`src/rtl/reg_file_ctx_if.sv`:
```
// Register-file bus: write/read addressing, bulk-operation requests and status.
//   master: drives din, adr_x, adr_y, rf_wr, clr_req, save_req, restore_req
//   slave : drives dx_out, dy_out, busy, done, wr_drop
interface reg_file_ctx_if #(
  parameter int DATA_W = 8,
  parameter int ADDR_W = 5
);
  logic [DATA_W-1:0] din;
  logic [ADDR_W-1:0] adr_x;
  logic [ADDR_W-1:0] adr_y;
  logic              rf_wr;
  logic              clr_req;
  logic              save_req;
  logic              restore_req;
  logic [DATA_W-1:0] dx_out;
  logic [DATA_W-1:0] dy_out;
  logic              busy;
  logic              done;
  logic              wr_drop;

  modport master (
    output din, adr_x, adr_y, rf_wr, clr_req, save_req, restore_req,
    input  dx_out, dy_out, busy, done, wr_drop
  );

  modport slave (
    input  din, adr_x, adr_y, rf_wr, clr_req, save_req, restore_req,
    output dx_out, dy_out, busy, done, wr_drop
  );
endinterface

```
`src/rtl/reg_file_ctx.sv`:
```
// 2-read/1-write register file with a shadow bank for context save/restore
// and a sequenced bulk clear (one entry per clock).
//   clk, rst : rising-edge clock, synchronous active-high reset
//   bus      : reg_file_ctx_if slave -- write port (din/adr_x/rf_wr), async
//              reads (adr_x -> dx_out, adr_y -> dy_out), sweep requests
//              (clr_req > restore_req > save_req), status busy/done/wr_drop
module reg_file_ctx #(
  parameter int DATA_W = 8,
  parameter int ADDR_W = 5,
  parameter int BYPASS = 0
) (
  input  logic           clk,
  input  logic           rst,
  reg_file_ctx_if.slave  bus
);
  localparam int unsigned DEPTH = 2 ** ADDR_W;
  localparam logic [ADDR_W-1:0] LAST = '1;

  typedef enum logic [1:0] {IDLE, CLEAR, SAVE, RESTORE} state_e;

  state_e            state_q, state_d;
  logic [ADDR_W-1:0] idx_q, idx_d;
  logic              busy_q, busy_d;
  logic              done_q, done_d;

  logic [DATA_W-1:0] main_q   [DEPTH];
  logic [DATA_W-1:0] shadow_q [DEPTH];

  // Single write port into the main bank, shared by user writes and sweeps.
  logic              main_we;
  logic [ADDR_W-1:0] main_wa;
  logic [DATA_W-1:0] main_wd;
  logic              shadow_we;

  always_comb begin
    state_d   = state_q;
    idx_d     = idx_q;
    main_we   = 1'b0;
    main_wa   = bus.adr_x;
    main_wd   = bus.din;
    shadow_we = 1'b0;
    case (state_q)
      IDLE: begin
        // A write accepted alongside a request lands before the sweep starts.
        main_we = bus.rf_wr;
        idx_d   = '0;
        if (bus.clr_req)          state_d = CLEAR;
        else if (bus.restore_req) state_d = RESTORE;
        else if (bus.save_req)    state_d = SAVE;
      end
      CLEAR: begin
        main_we = 1'b1;
        main_wa = idx_q;
        main_wd = '0;
      end
      SAVE: shadow_we = 1'b1;
      RESTORE: begin
        main_we = 1'b1;
        main_wa = idx_q;
        main_wd = shadow_q[idx_q];
      end
      default: state_d = IDLE;
    endcase
    if (state_q != IDLE) begin
      idx_d = idx_q + 1'b1;
      if (idx_q == LAST) begin
        state_d = IDLE;
        idx_d   = '0;
      end
    end
    busy_d = (state_d != IDLE);
    done_d = (state_q != IDLE) && (idx_q == LAST);
  end

  always_ff @(posedge clk) begin
    if (rst) begin
      state_q <= IDLE;
      idx_q   <= '0;
      busy_q  <= 1'b0;
      done_q  <= 1'b0;
      for (int unsigned i = 0; i < DEPTH; i++) begin
        main_q[i]   <= '0;
        shadow_q[i] <= '0;
      end
    end else begin
      state_q <= state_d;
      idx_q   <= idx_d;
      busy_q  <= busy_d;
      done_q  <= done_d;
      if (main_we)   main_q[main_wa] <= main_wd;
      if (shadow_we) shadow_q[idx_q] <= main_q[idx_q];
    end
  end

  // Forwarding only applies to writes that will actually be performed.
  logic fwd;
  always_comb begin
    fwd         = (BYPASS != 0) && bus.rf_wr && !busy_q;
    bus.dx_out  = fwd ? bus.din : main_q[bus.adr_x];
    bus.dy_out  = (fwd && (bus.adr_y == bus.adr_x)) ? bus.din : main_q[bus.adr_y];
    bus.busy    = busy_q;
    bus.done    = done_q;
    bus.wr_drop = bus.rf_wr && busy_q;
  end
endmodule

```
`src/flat_wrapper.sv`:
```
// flat-port wrapper written by rule: the top's interface ports become plain ports
module reg_file_ctx_flat 
#(
  parameter int DATA_W = 8,
  parameter int ADDR_W = 5,
  parameter int BYPASS = 0
)
  (clk, rst, bus_din, bus_adr_x, bus_adr_y, bus_rf_wr, bus_clr_req, bus_save_req, bus_restore_req, bus_dx_out, bus_dy_out, bus_busy, bus_done, bus_wr_drop);
  reg_file_ctx_if #(.DATA_W(DATA_W), .ADDR_W(ADDR_W)) bus_i ();
  input  logic clk;
  input  logic rst;
  input wire logic [$bits(bus_i.din)-1:0] bus_din;
  input wire logic [$bits(bus_i.adr_x)-1:0] bus_adr_x;
  input wire logic [$bits(bus_i.adr_y)-1:0] bus_adr_y;
  input wire logic [$bits(bus_i.rf_wr)-1:0] bus_rf_wr;
  input wire logic [$bits(bus_i.clr_req)-1:0] bus_clr_req;
  input wire logic [$bits(bus_i.save_req)-1:0] bus_save_req;
  input wire logic [$bits(bus_i.restore_req)-1:0] bus_restore_req;
  output wire logic [$bits(bus_i.dx_out)-1:0] bus_dx_out;
  output wire logic [$bits(bus_i.dy_out)-1:0] bus_dy_out;
  output wire logic [$bits(bus_i.busy)-1:0] bus_busy;
  output wire logic [$bits(bus_i.done)-1:0] bus_done;
  output wire logic [$bits(bus_i.wr_drop)-1:0] bus_wr_drop;
  assign bus_i.din = bus_din;
  assign bus_i.adr_x = bus_adr_x;
  assign bus_i.adr_y = bus_adr_y;
  assign bus_i.rf_wr = bus_rf_wr;
  assign bus_i.clr_req = bus_clr_req;
  assign bus_i.save_req = bus_save_req;
  assign bus_i.restore_req = bus_restore_req;
  assign bus_dx_out = bus_i.dx_out;
  assign bus_dy_out = bus_i.dy_out;
  assign bus_busy = bus_i.busy;
  assign bus_done = bus_i.done;
  assign bus_wr_drop = bus_i.wr_drop;
  reg_file_ctx #(.DATA_W(DATA_W), .ADDR_W(ADDR_W), .BYPASS(BYPASS)) u_core (.clk(clk), .rst(rst), .bus(bus_i));
endmodule
```
`config.mk`:
```
export PLATFORM = sky130hd
export DESIGN_NAME = reg_file_ctx_flat
export DESIGN_NICKNAME = d
export VERILOG_FILES = /design/src/rtl/reg_file_ctx_if.sv /design/src/rtl/reg_file_ctx.sv /design/src/flat_wrapper.sv
export SDC_FILE = /design/constraint.sdc
export NUM_CORES = 1
export LEC_CHECK = 0
export CORE_UTILIZATION = 50
export DETAILED_ROUTE_END_ITERATION = 12
export PLACE_DENSITY_LB_ADDON = 0.3
export SLEW_MARGIN = 20
export SYNTH_ARGS = -nofsm -noshare
export SYNTH_HDL_FRONTEND = slang
export SYNTH_SLANG_ARGS = --single-unit
```
`constraint.sdc`:
```
create_clock -name clk -period 7 [get_ports clk]
set_input_delay 2.1 -clock clk [delete_from_list [all_inputs] [get_ports clk]]
set_output_delay 2.1 -clock clk [all_outputs]
set_load 0.02 [all_outputs]
```
==> out/results.ini, run 1 <==
[clock_network]
cts.clk_slew.worst_paths_ns = 0.06
clock_sinks = 521
cts_tree = yes
htreeDepth = 2
cts_resized = 0
post-cts-setup-buffers = 0
cts-hold-fix-buffers = 0
cts_buffers = 56
clk-insertion-delay-late_ns = 0.63
clk_path_buf_depth = 3
root_buffer = clkbuf_16

[logic_synthesis]
avgSynthCellArea_um2 = 13.0
synthArstFlopShare_pct = 0
syn_inst = 2176
synth.cell_area_um2 = 28300
synthFlopType = edfxtp_1
ys_warn_count = 0
synth_edf_count = 512
ys_types = 65
ys_ff_latch = 521
synthTopCellsByArea = edfxtp_1 54%, mux4_2 13%, mux2i_1 6.2%
synth.net_count = 2205
ys_seq_area_share_pct = 54.9
synth_top_cell_by_area = edfxtp_1
synth.top_cell.area_share_pct = 54.3

[hold_path]
hold_path.class = flop to flop

[drt]
wl_um = 90600
ant_nets = 0
drc = 0
dr.max_layer_used = met4
route.met3.wl_um = 12500
wl_met2_um = 40400
num_vias = 20500
wl_per_cell_um = 30.8
drtIter0Drc = 2724
wl_met1_um = 34000
avgViaCountPerCell = 6.97
firstDrtPassIters = 8

[grt]
grt_pass1_wl_um = 132000
groute.usage.overall_pct = 31.9
grt_max_degree = 60
grt_pass1_vias = 19500
grt-ovfl-total = 0
antenna_found_initial = 1

[setup_path]
crit_path_frequent_cell = buf_4
end_kind = output port
worstPathArrival_ns = 4.78
cpLargestDelayFamily = buffers and inverters
worstPathCellList = buf_4 > buf_12 > nor2b_1 > a2111oi_0 > a31oi_1 > a311oi_1 > buf_4 > a41oi_1 > clkdlybuf4s50_1
slowest_stage = clkdlybuf4s50_1
crit_path_max_fanout = 33
start_kind = input pin
path_buf_inv = 4
required_ns = 4.90
critPathMaxStageDelay_ns = 0.58
worstSetupPathType = input pin to output port

[sta]
rsz0062_at_grt = false
setup_slack_ns = 0.120
setup_tns_ns = 0
fmax_mhz = 145
hold_violations = 0
period_share_pct = 98.3
max_slew_margin_pct = 23.8
slew_viol_final = 0
finalSetupViolCount = 0
finalCriticalPeriod_ns = 6.88
fin_skew_ns = 0.0295
tightestPinTransition_ns = 1.14

[placement]
port_buffers = 42
place_inst = 2836
pre_cts_slack_ns = 0.168
hpwl_um = 60300
place_congestion = 1.09

[floorplanning]
coreArea_um2 = 55500
design.die.area_um2 = 57600
ios = 43
initial_core_util_pct = 51.0
die_h_um = 240
die_x_um = 240
num_rows = 86

[cells_and_area]
syn2layout_area_growth_pct = 10.1
nNetsFinal = 2175
final_cell_mix = 512 x edfxtp_1, 296 x nor2_1, 244 x nor3_1
layout_commonest_cell = edfxtp_1
stdcell_count = 2943
drive_gt1_share_pct = 19.1

[power]
comb_power_share_pct = 14.4
vdd_drop_max_mv = 0.224
clkPwrFrac_pct = 40.2
p_int_mw = 5.84
power_leakage_nw = 10.2
p_switching_mw = 2.16
switching_share_pct = 26.9
seqPwrFrac_pct = 45.4
p_per_area_nw_per_um2 = 256

[status]
status = finished clean

[job]
cap_viol_max_count = 0

==> path summary, 6_finish.rpt <==
kind                            cells past startpoint  slack (ns)            start              endpoint
worst max register to register                      6        2.87  u_core.idx_q[0]  u_core.main_q[22][7]
worst max-delay path                                9        0.12     bus_adr_x[0]         bus_dx_out[6]
worst min-delay path                                2        0.62  u_core.idx_q[4]       u_core.idx_q[4]
worst min register to register                      2        0.62  u_core.idx_q[4]       u_core.idx_q[4]
==> final cells by class <==
class	count	area, µm²
Fill cell	4540	24300
Sequential cell	521	15600
Multi-Input combinational cell	1438	11600
Clock buffer	65	1480
Timing Repair Buffer	122	1090
Tap cell	748	936
Clock inverter	41	509
Inverter	7	26.3
Antenna cell	1	2.50
==> stage by stage <==
| step | area (µm²) | total power [mW] | util (%) | hold slack (ns) |
|---|---|---|---|---|
| final | 31200 | 8.00 | 56.2 | 0.622 |
| after global routing | 31200 | 8.17 | 56.2 | 0.633 |
| after CTS | 31200 | 7.98 | 56.2 | 0.621 |
| after detailed placement | 29200 | 4.82 | 52.6 | 0.607 |
| after global placement | 29200 | 4.80 | 52.6 | 0.563 |
| after floorplan | 28300 | 4.42 | - | 0.561 |
==> flip-flops by register name (all words and copies together), names as in the netlist <==
signal and count:
u_core.idx_q 5, u_core.bus.busy 1, u_core.main_q 256, u_core.state_q 2, u_core.bus.done 1, u_core.shadow_q 256
==> tightest hold or removal path, stage by stage (launching register included) <==
cell and delay [ns]:
dfxtp_1 0.34, ha_1 0.14, and2_1 0.12
==> Yosys cell counts, drive strengths merged, types with 3 or more instances <==
| library cell | instances |
|---|---|
| a22o | 8 |
| ha | 5 |
| a31oi | 3 |
| mux2i | 175 |
| a221oi | 8 |
| and3 | 13 |
| nor2b | 28 |
| mux4 | 160 |
| or4b | 4 |
| nor3b | 4 |
| a2111oi | 8 |
| a311oi | 22 |
| nor3 | 262 |
| nand4bb | 5 |
| o22ai | 55 |
| a41oi | 16 |
| clkbuf | 73 |
| or4 | 8 |
| and2 | 9 |
| mux2 | 11 |
| buf | 137 |
| a2111o | 7 |
| o21ai | 3 |
| a211oi | 16 |
| a21oi | 27 |
| nand2 | 156 |
| a22oi | 24 |
| nand2b | 66 |
| nor2 | 300 |
| nor4 | 9 |
| nand4b | 4 |
| inv | 6 |
| edfxtp | 512 |
| dfxtp | 9 |
| a32oi | 4 |
==> power by group through the flow <==
stage / clock (mW) / combinational (mW) / sequential (mW)
CTS: 3.23 / 1.13 / 3.63
finish: 3.21 / 1.15 / 3.63
detailed placement: 0 / 1.12 / 3.69
floorplan: 0 / 0.781 / 3.63
global route: 3.34 / 1.18 / 3.64
global placement: 0 / 1.12 / 3.69
==> cells by family (layout without fill, tap and decap cells) <==
group,Yosys count,count (layout),share of synthesized area (%)
and+or+nand+nor,878,878,15.5
DFF,521,521,54.9
muxes,346,346,19.3
buffers and inverters,217,235,4.62
AOI/OAI and AO/OA,207,207,5.40
adders and majority gates,5,5,0.221
xor gates and xnor gates,2,2,0.0618
other,0,1,0
==> per-layer routing <==
layer | track usage (%) | vias to the layer above
met5 | 0 | -
met4 | 12.4 | 0
met3 | 9.71 | 252
met2 | 47.3 | 1521
met1 | 43.9 | 10400
li1 | - | 8369
(Power assumes the default switching activity.)
==> inputs of run 2 (changes only) <==
==> constraint.sdc (replaced) <==
create_clock -name clk -period 6.98 [get_ports clk]
set_input_delay 2.094 -clock clk [delete_from_list [all_inputs] [get_ports clk]]
set_output_delay 2.094 -clock clk [all_outputs]
set_load 0.02 [all_outputs]
==> out/results.ini, run 2 (synthesis results as in run 1) <==
[setup_path]
endpoint = bus_dx_out[6]  ; unchanged
worstSetupPathType = input pin to output port  ; unchanged
reg2regPathDepth = 7  ; was 6
end_kind = output port  ; unchanged
path_buf_inv = 3  ; was 4
crit_cells = 8  ; was 9
r2r_start = u_core.idx_q[0]  ; unchanged
crit_path_max_fanout = 9  ; was 33
crit_path_frequent_cell = clkdlybuf4s50_1  ; was buf_4
slowest_stage = clkdlybuf4s50_1  ; unchanged
required_ns = 4.89  ; was 4.90 ns
cpLargestDelayFamily = buffers and inverters  ; unchanged
start_kind = input pin  ; unchanged
reg2reg_slack_ns = 2.92  ; was 2.87 ns
r2r-end = u_core.shadow_q[1][0]  ; was u_core.main_q[22][7]
critPathMaxStageDelay_ns = 0.80  ; was 0.58 ns
worstPathArrival_ns = 4.85  ; was 4.78 ns
startpoint = bus_adr_x[2]  ; was bus_adr_x[0]
worstPathCellList = clkdlybuf4s50_1 > nand2b_1 > a211oi_1 > a21oi_1 > a311oi_1 > buf_4 > a41oi_1 > clkdlybuf4s50_1  ; was buf_4 > buf_12 > nor2b_1 > a2111oi_0 > a31oi_1 > a311oi_1 > buf_4 > a41oi_1 > clkdlybuf4s50_1

[power]
vdd_drop_max_mv = 0.223  ; was 0.224 mV
switching_share_pct = 27.4  ; was 26.9%
power_leakage_nw = 10.1  ; was 10.2 nW
seqPwrFrac_pct = 46.8  ; was 45.4%
p_switching_mw = 2.14  ; was 2.16 mW
p_per_area_nw_per_um2 = 251  ; was 256 nW/µm²
clkPwrFrac_pct = 38.2  ; was 40.2%
comb_power_share_pct = 15.0  ; was 14.4%
p_int_mw = 5.66  ; was 5.84 mW

[floorplanning]
design.die.area_um2 = 57600  ; unchanged
coreArea_um2 = 55500  ; unchanged
num_rows = 86  ; unchanged
ios = 43  ; unchanged
die_h_um = 240  ; unchanged
die_x_um = 240  ; unchanged
initial_core_util_pct = 51.0  ; unchanged

[sta]
fin_skew_ns = 0.0330  ; was 0.0295 ns
max_slew_margin_pct = 21.6  ; was 23.8%
rsz0062_at_grt = false  ; unchanged
slew_viol_final = 0  ; unchanged
tightestPinTransition_ns = 1.18  ; was 1.14 ns
fmax_mhz = 144
hold_violations = 0  ; unchanged
finalSetupViolCount = 0  ; unchanged
fin_hold_ws_ns = 0.764  ; was 0.622 ns
setup_tns_ns = 0  ; unchanged
setup_slack_ns = 0.0373  ; was 0.120 ns
finalCriticalPeriod_ns = 6.94
period_share_pct = 99.5

[clock_network]
root_buffer = clkbuf_16  ; unchanged
cts-hold-fix-buffers = 0  ; unchanged
cts_tree = yes  ; unchanged
clock_sinks = 521  ; unchanged
clk-insertion-delay-late_ns = 0.64  ; was 0.63 ns
cts_buffers = 53  ; was 56
clk_path_buf_depth = 3  ; unchanged
cts_resized = 0  ; unchanged
cts.clk_slew.worst_paths_ns = 0.06  ; about the same
post-cts-setup-buffers = 0  ; unchanged
htreeDepth = 2  ; unchanged

[drt]
ant_nets = 0  ; unchanged
route.met3.wl_um = 13600  ; was 12500 µm
wl_met2_um = 40700  ; was 40400 µm
wl_met1_um = 33900  ; was 34000 µm
wl_um = 93000  ; was 90600 µm
firstDrtPassIters = 7  ; was 8
dr.max_layer_used = met5  ; was met4
drc = 0  ; unchanged
drtIter0Drc = 3384  ; was 2724
avgViaCountPerCell = 7.06  ; was 6.97
num_vias = 20700  ; was 20.5k
wl_per_cell_um = 31.7  ; was 30.8 µm

[cells_and_area]
final_util_pct = 55.9  ; was 56.2%
stdcell_count = 2936  ; was 2943
nNetsFinal = 2172  ; was 2175
final_cell_mix = 512 x edfxtp_1, 296 x nor2_1, 244 x nor3_1  ; unchanged
fillers = 4597  ; was 4540
syn2layout_area_growth_pct = 9.44  ; was 10.1%
layout_commonest_cell = edfxtp_1  ; unchanged
multi_input_area_um2 = 11600  ; unchanged
largestRegisters = u_core.main_q x256, u_core.shadow_q x256, u_core.idx_q x5  ; unchanged
regArea_um2 = 15600  ; unchanged
drive_gt1_share_pct = 18.9  ; was 19.1%

[grt]
grt_pass1_vias = 19700  ; was 19.5k
antenna_found_initial = 2  ; was 1
groute.usage.overall_pct = 32.7  ; was 31.9%
grt_max_degree = 67  ; was 60
grt-ovfl-total = 0  ; unchanged
grt_pass1_wl_um = 135000  ; was 132000 µm

[status]
status = finished clean  ; unchanged

[placement]
place_inst = 2836  ; unchanged
hpwl_um = 62100  ; was 60300 µm
place_congestion = 1.07  ; was 1.09
pre_cts_slack_ns = 0.216  ; was 0.168 ns
port_buffers = 42  ; unchanged

[hold_path]
hold_path.class = flop to flop  ; unchanged

[job]
cap_viol_max_count = 0  ; unchanged

run 2: area by class of cell:
class | count | share of cell area [%]
antenna | 1 | 0.00807
sequential | 521 | 50.2
tap | 748 | 3.02
clock inverter | 32 | 1.19
clock buffer | 67 | 4.64
inverter | 7 | 0.0847
timing repair buffer | 122 | 3.52
multi-input combinational | 1438 | 37.4
run 2: per-stage QoR:
step,area [µm²],total power [mW]
2_1_floorplan,28300,4.43
3_3_place_gp,29200,4.82
3_5_place_dp,29200,4.84
4_1_cts,31000,7.76
5_1_grt,31000,7.95
6_report,31000,7.80
run 2: routing by layer:
layer / up-vias / track usage, %
li1: 8353 / -
met1: 10400 / 44.9
met2: 1691 / 48.0
met3: 290 / 9.98
met4: 2 / 14.4
met5: - / 0
run 2: power groups by stage:
stage | Sequential [mW] | Clock [mW] | Combinational [mW]
floorplan | 3.65 | 0 | 0.784
global placement | 3.70 | 0 | 1.12
detailed placement | 3.71 | 0 | 1.13
CTS | 3.64 | 2.99 | 1.13
global route | 3.65 | 3.10 | 1.19
finish | 3.65 | 2.98 | 1.17
run 2: tightest hold or removal path: cells and delay by family (launching register included):
kind,cells,cell delay (ns)
compound gates,1,0.24
flops,1,0.41
simple gates,1,0.06
run 2: worst min path at each step:
stage,endpoint,cells past startpoint,from
global route,u_core.state_q[1],2,u_core.state_q[1]
floorplan,u_core.state_q[1],2,u_core.state_q[1]
global placement,u_core.state_q[1],2,u_core.state_q[1]
detailed placement,u_core.state_q[1],2,u_core.state_q[1]
CTS,u_core.state_q[1],2,u_core.state_q[1]
finish,u_core.state_q[1],2,u_core.state_q[1]
